### src/rtl/sr_flag_arbiter_if.sv
// rtl/sr_flag_arbiter_if.sv - requester/arbiter bus for the SR flag bank
// Purpose: bundles the per-requester command lines and the arbiter status lines.
// Ports (signals):
//   req[NREQ], op_set[NREQ], idx[NREQ*IDXW]   requester -> arbiter
//   ack[NREQ], err, busy, grant_id[3]         arbiter -> requester
//   flags[NFLAG], flags_bar[NFLAG]            arbiter -> requester
// Modports: master = requester side, slave = arbiter side.
interface sr_flag_arbiter_if #(
    parameter int NREQ  = 4,
    parameter int NFLAG = 8,
    parameter int IDXW  = 3
);
    logic [NREQ-1:0]      req;
    logic [NREQ-1:0]      op_set;
    logic [NREQ*IDXW-1:0] idx;
    logic [NREQ-1:0]      ack;
    logic                 err;
    logic                 busy;
    logic [2:0]           grant_id;
    logic [NFLAG-1:0]     flags;
    logic [NFLAG-1:0]     flags_bar;

    modport master (
        output req, op_set, idx,
        input  ack, err, busy, grant_id, flags, flags_bar
    );

    modport slave (
        input  req, op_set, idx,
        output ack, err, busy, grant_id, flags, flags_bar
    );
endinterface

### src/rtl/sr_flag_arbiter.sv
// rtl/sr_flag_arbiter.sv - round-robin arbiter driving a bank of SR flags
// Purpose: arbitrates set/clear commands from NREQ requesters onto NFLAG
//   SR flag bits, one transaction at a time (IDLE -> APPLY -> ACK).
// Ports:
//   clk    rising-edge clock
//   n_rst  asynchronous active-low reset
//   bus    sr_flag_arbiter_if.slave: req/op_set/idx in; ack/err/busy/
//          grant_id/flags/flags_bar out
module sr_flag_arbiter #(
    parameter int NREQ  = 4,
    parameter int NFLAG = 8,
    parameter int IDXW  = 3
) (
    input  logic                clk,
    input  logic                n_rst,
    sr_flag_arbiter_if.slave    bus
);

    typedef enum logic [1:0] {
        ST_IDLE  = 2'd0,
        ST_APPLY = 2'd1,
        ST_ACK   = 2'd2
    } state_t;

    state_t            state_q, state_d;
    logic [2:0]        ptr_q, ptr_d;
    logic [2:0]        id_q, id_d;
    logic              op_q, op_d;
    logic [IDXW-1:0]   idx_q, idx_d;
    logic [2:0]        grant_id_q, grant_id_d;
    logic [NREQ-1:0]   ack_q, ack_d;
    logic              err_q, err_d;
    logic              busy_q, busy_d;
    logic [NFLAG-1:0]  flags_q, flags_d;

    logic              found;
    logic [2:0]        win;
    logic [3:0]        sum;
    logic [2:0]        cand;
    logic              in_range;
    logic [NFLAG-1:0]  s_vec;
    logic [NFLAG-1:0]  r_vec;

    // Round-robin search starting at ptr; wrap is done by subtraction since
    // ptr + offset never exceeds 2*NREQ-2.
    always_comb begin
        found = 1'b0;
        win   = 3'd0;
        sum   = 4'd0;
        cand  = 3'd0;
        for (int j = 0; j < NREQ; j++) begin
            sum  = {1'b0, ptr_q} + 4'(j);
            cand = 3'((sum >= 4'(NREQ)) ? (sum - 4'(NREQ)) : sum);
            if (!found && bus.req[cand]) begin
                found = 1'b1;
                win   = cand;
            end
        end
    end

    assign in_range = (32'(idx_q) < NFLAG);

    // s and r for a flag are gated by op_q and ~op_q respectively, so they
    // can never both be high; outside APPLY every flag holds.
    always_comb begin
        s_vec = '0;
        r_vec = '0;
        for (int i = 0; i < NFLAG; i++) begin
            if ((state_q == ST_APPLY) && in_range && (idx_q == IDXW'(i))) begin
                s_vec[i] = op_q;
                r_vec[i] = ~op_q;
            end
        end
    end

    always_comb begin
        state_d    = state_q;
        ptr_d      = ptr_q;
        id_d       = id_q;
        op_d       = op_q;
        idx_d      = idx_q;
        grant_id_d = grant_id_q;
        ack_d      = '0;
        err_d      = 1'b0;
        busy_d     = busy_q;
        flags_d    = (flags_q | s_vec) & ~r_vec;
        case (state_q)
            ST_IDLE: begin
                busy_d = 1'b0;
                if (found) begin
                    id_d       = win;
                    op_d       = bus.op_set[win];
                    idx_d      = bus.idx[win*IDXW +: IDXW];
                    grant_id_d = win;
                    busy_d     = 1'b1;
                    state_d    = ST_APPLY;
                end
            end
            ST_APPLY: begin
                ack_d   = NREQ'(1) << id_q;
                err_d   = ~in_range;
                busy_d  = 1'b1;
                state_d = ST_ACK;
            end
            ST_ACK: begin
                ptr_d   = (id_q == 3'(NREQ - 1)) ? 3'd0 : (id_q + 3'd1);
                busy_d  = 1'b0;
                state_d = ST_IDLE;
            end
            default: begin
                busy_d  = 1'b0;
                state_d = ST_IDLE;
            end
        endcase
    end

    always_ff @(posedge clk or negedge n_rst) begin
        if (!n_rst) begin
            state_q    <= ST_IDLE;
            ptr_q      <= 3'd0;
            id_q       <= 3'd0;
            op_q       <= 1'b0;
            idx_q      <= '0;
            grant_id_q <= 3'd0;
            ack_q      <= '0;
            err_q      <= 1'b0;
            busy_q     <= 1'b0;
            flags_q    <= '0;
        end else begin
            state_q    <= state_d;
            ptr_q      <= ptr_d;
            id_q       <= id_d;
            op_q       <= op_d;
            idx_q      <= idx_d;
            grant_id_q <= grant_id_d;
            ack_q      <= ack_d;
            err_q      <= err_d;
            busy_q     <= busy_d;
            flags_q    <= flags_d;
        end
    end

    assign bus.ack       = ack_q;
    assign bus.err       = err_q;
    assign bus.busy      = busy_q;
    assign bus.grant_id  = grant_id_q;
    assign bus.flags     = flags_q;
    assign bus.flags_bar = ~flags_q;

endmodule

### src/flat_wrapper.sv
// flat-port wrapper written by rule: the top's interface ports become plain ports
module sr_flag_arbiter_flat 
#(
    parameter int NREQ  = 4,
    parameter int NFLAG = 8,
    parameter int IDXW  = 3
)
  (clk, n_rst, bus_req, bus_op_set, bus_idx, bus_ack, bus_err, bus_busy, bus_grant_id, bus_flags, bus_flags_bar);
  sr_flag_arbiter_if #(.NREQ(NREQ), .NFLAG(NFLAG), .IDXW(IDXW)) bus_i ();
  input  logic clk;
  input  logic n_rst;
  input wire logic [$bits(bus_i.req)-1:0] bus_req;
  input wire logic [$bits(bus_i.op_set)-1:0] bus_op_set;
  input wire logic [$bits(bus_i.idx)-1:0] bus_idx;
  output wire logic [$bits(bus_i.ack)-1:0] bus_ack;
  output wire logic [$bits(bus_i.err)-1:0] bus_err;
  output wire logic [$bits(bus_i.busy)-1:0] bus_busy;
  output wire logic [$bits(bus_i.grant_id)-1:0] bus_grant_id;
  output wire logic [$bits(bus_i.flags)-1:0] bus_flags;
  output wire logic [$bits(bus_i.flags_bar)-1:0] bus_flags_bar;
  assign bus_i.req = bus_req;
  assign bus_i.op_set = bus_op_set;
  assign bus_i.idx = bus_idx;
  assign bus_ack = bus_i.ack;
  assign bus_err = bus_i.err;
  assign bus_busy = bus_i.busy;
  assign bus_grant_id = bus_i.grant_id;
  assign bus_flags = bus_i.flags;
  assign bus_flags_bar = bus_i.flags_bar;
  sr_flag_arbiter #(.NREQ(NREQ), .NFLAG(NFLAG), .IDXW(IDXW)) u_core (.clk(clk), .n_rst(n_rst), .bus(bus_i));
endmodule
### config.mk
export PLATFORM = sky130hd
export DESIGN_NAME = sr_flag_arbiter_flat
export DESIGN_NICKNAME = d
export VERILOG_FILES = /design/src/rtl/sr_flag_arbiter_if.sv /design/src/rtl/sr_flag_arbiter.sv /design/src/flat_wrapper.sv
export SDC_FILE = /design/constraint.sdc
export NUM_CORES = 1
export LEC_CHECK = 0
export ABC_CLOCK_PERIOD_IN_PS = 4000
export CORE_MARGIN = 1.5
export CORE_UTILIZATION = 50
export DETAILED_ROUTE_END_ITERATION = 7
export PLACE_DENSITY = 0.85
export SETUP_SLACK_MARGIN = 0.3
export SYNTH_ARGS = -nofsm -noshare
export SYNTH_HDL_FRONTEND = slang
export SYNTH_SLANG_ARGS = --single-unit
export TNS_END_PERCENT = 5
### constraint.sdc
create_clock -name clk -period 4 [get_ports clk]
set_clock_uncertainty 0.1 [all_clocks]
set_input_delay 0.8 -clock clk [delete_from_list [all_inputs] [get_ports clk]]
set_output_delay 0.8 -clock clk [all_outputs]
set_load 0.005 [all_outputs]
[Yosys cells after proc, flatten, opt, wreduce, memory -nomap -nowiden]
Cells that the tools add are included.
W data, S select, Z words.
Storage, ports and cells
  flip-flop bits (word level): 25
  input bits: 22
  output and inout bits: 25
  logic and storage cells: 105
Operators by class
  add/sub/neg operators: 8
  multipliers: 1
  magnitude comparators: 9
  eq/ne operators: 11
  shift-type cells: 2
  multiplexer cells: 44
  bitwise logic cells: 5
  reductions and logical operators: 17
Operator list (number)
  $mux W3: 9
  $mux W1: 26
  $not A8 Y8: 2
  $lt A3 B3 Y1 const B: 5
  $eq A3 B3 Y1 const B: 4
  $ge A4 B3 Y1 const B: 3
  $shiftx A12 B6 Y3: 1
  $sub A3 B3 Y3 const B: 4
  $logic_and A1 B1 Y1: 11
  $bmux W1 S2: 5
  $eq A3 B2 Y1 const B: 3
  $add A3 B2 Y4 const B: 2
  $and A8 B8 Y8: 1
  $or A8 B8 Y8: 1
  $mul A3 B2 Y5 const B: 1
  $add A3 B1 Y4 const B: 1
  $mux W4: 1
  $pmux W2 S2: 1
  $shl A1 B3 Y4 const A: 1
  $add A3 B1 Y3 const B: 1
  $eq A3 B1 Y1 const B: 1
  $ge A3 B3 Y1 const B: 1
  $logic_not A1 Y1: 3
  $logic_not A3 Y1: 1
  other kinds (8): 8

[Depth between registers and ports, before layout]
  depth in word-level cells: 16
  mapped depth: 10
  mapped depth without buffers: 8

[Least setup slack after synthesis]
No wires, ideal clock.
  kind: register to register
  from: register u_core.ptr_q[0]
  to: register u_core.op_q
  library setup time: 75 ps
  data arrival time: 2130 ps
  data required time: 3825 ps
  path slack: 1695 ps
  cell stages (with the launch flop): 10
  buffers on the path: 2
  cell sequence: dfrtp_1 > buf_6 > inv_2 > ha_1 > buf_6 > a2111oi_0 > a21oi_1 > o21ai_4 > mux2_2 > o21ai_2
On the way
  longest elaborated chain between the ends: 16
Ends and longest elaborated chain
  from (decl): RTL line sr_flag_arbiter.sv:26  | logic [2:0] ptr_q, ptr_d;
  from (signal assigned): RTL line sr_flag_arbiter.sv:131  | ptr_q <= ptr_d;
  branches (longest 16 deep; another with $add A3 B1 Y4)
  to (signal assigned): RTL line sr_flag_arbiter.sv:133  | op_q <= op_d;
  to (decl): RTL line sr_flag_arbiter.sv:28  | logic op_q, op_d;
Parallel ways; which one is timed is not known. The select of a mux whose other input is x is not followed.
A chain may end at the register's enable or synchronous reset.

[Worst setup path in the final report]
  from: register u_core.ptr_q[0]
  to: register u_core.idx_q[2]
On the way
  longest elaborated chain between the ends: 16
Ends and longest elaborated chain
  branches (longest 16 deep; another with $add A3 B1 Y4)
  to (signal assigned): RTL line sr_flag_arbiter.sv:134  | idx_q <= idx_d;
  to (decl): RTL line sr_flag_arbiter.sv:29  | logic [IDXW-1:0] idx_q, idx_d;
Parallel ways; which one is timed is not known. The select of a mux whose other input is x is not followed.

==> flow_metrics.tcl <==
set metrics [dict create \
    grt_pass1_wl_mm 5.42 \
    drc 3 \
    synth_unique_cells 35 \
    synth_top_family_by_area "multiplexers" \
    clock-root-buffer "clkbuf_4" \
    htreeDepth 1 \
    critical_path.startpoint_type "flip-flop" \
    hold_violations 0 \
    number_of_vias_after_detailed_routing 1280 \
    postRouteAntennaNets 0 \
    synth_warnings 0 \
    power_density_nw_per_um2 715 \
    outcome "complete, but fails checks" \
    leakagePower_nw 0.871 \
    post_synth_inst_count 158 \
    wl_mm 3.18 \
    post_synth_and_or_nand_nor_area_fraction 0.147 \
    clock_tree_from_tritoncts "done" \
    area_growth_syn_to_layout_pct 30.2 \
    failing_checks "DRC" \
    synth_xor_area_frac 0 \
    core-area_sq_um 2830 \
    path_depth 8 \
    gp_congestion 0.796 \
    grt_pass1_vias 1235 \
    mostFrequentLayoutCells "45 x clkdlybuf4s50_1, 25 x dfrtp_1, 17 x nand2_1, 16 x inv_1, 13 x mux2_2" \
    worstPathRequired_ns 4.17 \
    drive_gt1_frac 0.115 \
    setup_tns_ns 0 \
    slew_of_the_pin_with_the_lowest_slew_margin_ns 1.09 \
    postCtsSetupRepairBufs 0 \
    crit_path_cell_trace "inv_2, ha_1, nor2_1, a2111oi_0, a21oi_1, o21ai_4, mux2_2, o21ai_1" \
    clk_pin_slew_ns 0.14 \
    via_per_inst 5.54 \
    die_h_um 58.3 \
    critPathBufInv 1 \
    placedCellCount 227 \
    cts_inserted_buffers 3 \
    clk-insertion-delay-late_ns 0.33 \
    hold_slack_ns 0.448 \
    grt_max_degree 26 \
    dr.first_iter.drc_count 19 \
    final_worst_path_cycle_share 0.669 \
    antenna_cells 0 \
    placementRows 19 \
    initial_core_util 0.540 \
    yosys-mux-area-fraction 0.183 \
    worst_slew_margin_rel 0.272 \
    worst-r2r-cell-count 8 \
    grt.overflow.total 0 \
    max_cap_violations 0 \
    synth_seq_cells 25 \
    hold_buffer_count_at_cts 0 \
    max_freq_ghz 0.374 \
    cts_resized 0 \
    die_w_um 58.3 \
    crit_path_category "flip-flop to flip-flop" \
    max_stage_delay_ns 0.64 \
    fin_crit_ns 2.68 \
    hold_path_class "flip-flop to flip-flop" \
    synth-compound-area-share 0.124 \
    cts.sinks 25 \
    place.detailed.hpwl_mm 2.52 \
    fp.dieArea_sq_um 3400 \
    drt_pass1_iterations 6 \
    final_max_tran_viols 0 \
    synth_area_sq_um 1530 \
    average_cell_area_after_synthesis_sq_um 9.67 \
    fin_total_pwr_mw 1.42 \
    setup_violators_final 0 \
    critical_path_arrival_ns 2.85 \
    slowest_stage "dfrtp_1" \
    final_common_cell "clkdlybuf4s50_1" \
    placement.io_buffers 45 \
    rsz0062_at_grt "false" \
    grt.total_usage 0.210 \
    boundaryPins 47 \
    cp_max_fo 13 \
    cts_buffer_depth 2 \
    hold_depth 1 \
    final-instance-count-excl-fill 231 \
    crit_path_end_kind "flip-flop" \
    path_delay_family "compound AO/OA/AOI/OAI gates" \
    ir_drop_uv 333 \
    design.final.nets 229 \
    synth.yosys.seq_area_share 0.410 \
    syn_nets 186 \
    antenna_violations_before_repair 0 \
    routed_wire_length_per_instance_um 13.8 \
    yosys.area_share.adder 0.0491 \
]
worst paths after layout:
kind	end	start	slack, ns
max	u_core.idx_q[2]$_DFFE_PN0P_	u_core.ptr_q[0]$_DFFE_PN0N_	1.32
min	flip-flop	flip-flop	0.45
max reg2reg	u_core.idx_q[2]$_DFFE_PN0P_	u_core.ptr_q[0]$_DFFE_PN0N_	1.32
min reg2reg	flip-flop	flip-flop	0.45
max in group asynchronous	u_core.id_q[2]$_DFFE_PN0P_	n_rst	2.22
min in group asynchronous	async pin	n_rst	0.94
metrics by stage:
step | setup slack [ns] | area [sq um] | util
after floorplan | 1.69 | 1530 | -
after global placement | 1.11 | 1960 | 0.693
after detailed placement | 1.04 | 1960 | 0.693
after CTS | 1.32 | 1990 | 0.703
after global routing | 1.11 | 1990 | 0.703
final | 1.32 | 1990 | 0.703
worst register-to-register path, delay by kind of cell (launching register included):
| kind | cells | cell delay (ns) |
|---|---|---|
| compound gates | 4 | 0.82 |
| fa+ha+maj | 1 | 0.52 |
| buf+inv | 1 | 0.10 |
| flops | 1 | 0.64 |
| mux | 1 | 0.35 |
| simple gates | 1 | 0.09 |
layout make-up:
cell class / count / area (sq um)
clock inverters: 1 / 7.51
multi-input cells: 108 / 773
clock buffers: 3 / 22.5
fillers: 228 / 840
flip-flops and latches: 25 / 626
well taps: 31 / 38.8
inverters: 17 / 63.8
repair buffers: 46 / 458
cell usage after synthesis (all sizes together):
master	n	area (sq um)
mux2	14	158
nor2	12	45.0
mux4	1	22.5
a311oi	1	8.76
mux2i	10	100
a2111oi	1	8.76
nor3	7	35.0
nand3b	2	15.0
conb	1	3.75
a211oi	3	22.5
nor3b	3	22.5
nand3	1	5.00
o21a	1	7.51
a31oi	1	6.26
dfrtp	25	626
nand2b	2	12.5
and2	3	18.8
clkbuf	1	3.75
a221oi	1	15.0
nand2	17	63.8
ha	6	75.1
or2b	1	7.51
inv	17	63.8
o31ai	1	7.51
a22oi	1	7.51
buf	7	61.3
o21ai	13	80.1
a21oi	5	25.0
cell families (layout without fill, tap and decap cells):
logic type	count (synthesis)	after routing
buffers and inverters	25	67
muxes	25	25
AOI/OAI and AO/OA	28	28
and+or+nand+nor	48	48
adders and majority gates	6	6
DFF	25	25
other	1	1
routing by layer:
layer	part of all wire	track usage
met2	0.54	0.393
met5	0	0
met4	0.017	0.0797
met1	0.39	0.237
met3	0.045	0.0313
where the power goes:
group	switching, mW	internal, mW	leakage [nW]
Clock	0.0803	0.0384	0.0139
Sequential	0.134	0.362	0.314
Combinational	0.351	0.457	0.543
(Power assumes the default switching activity.)
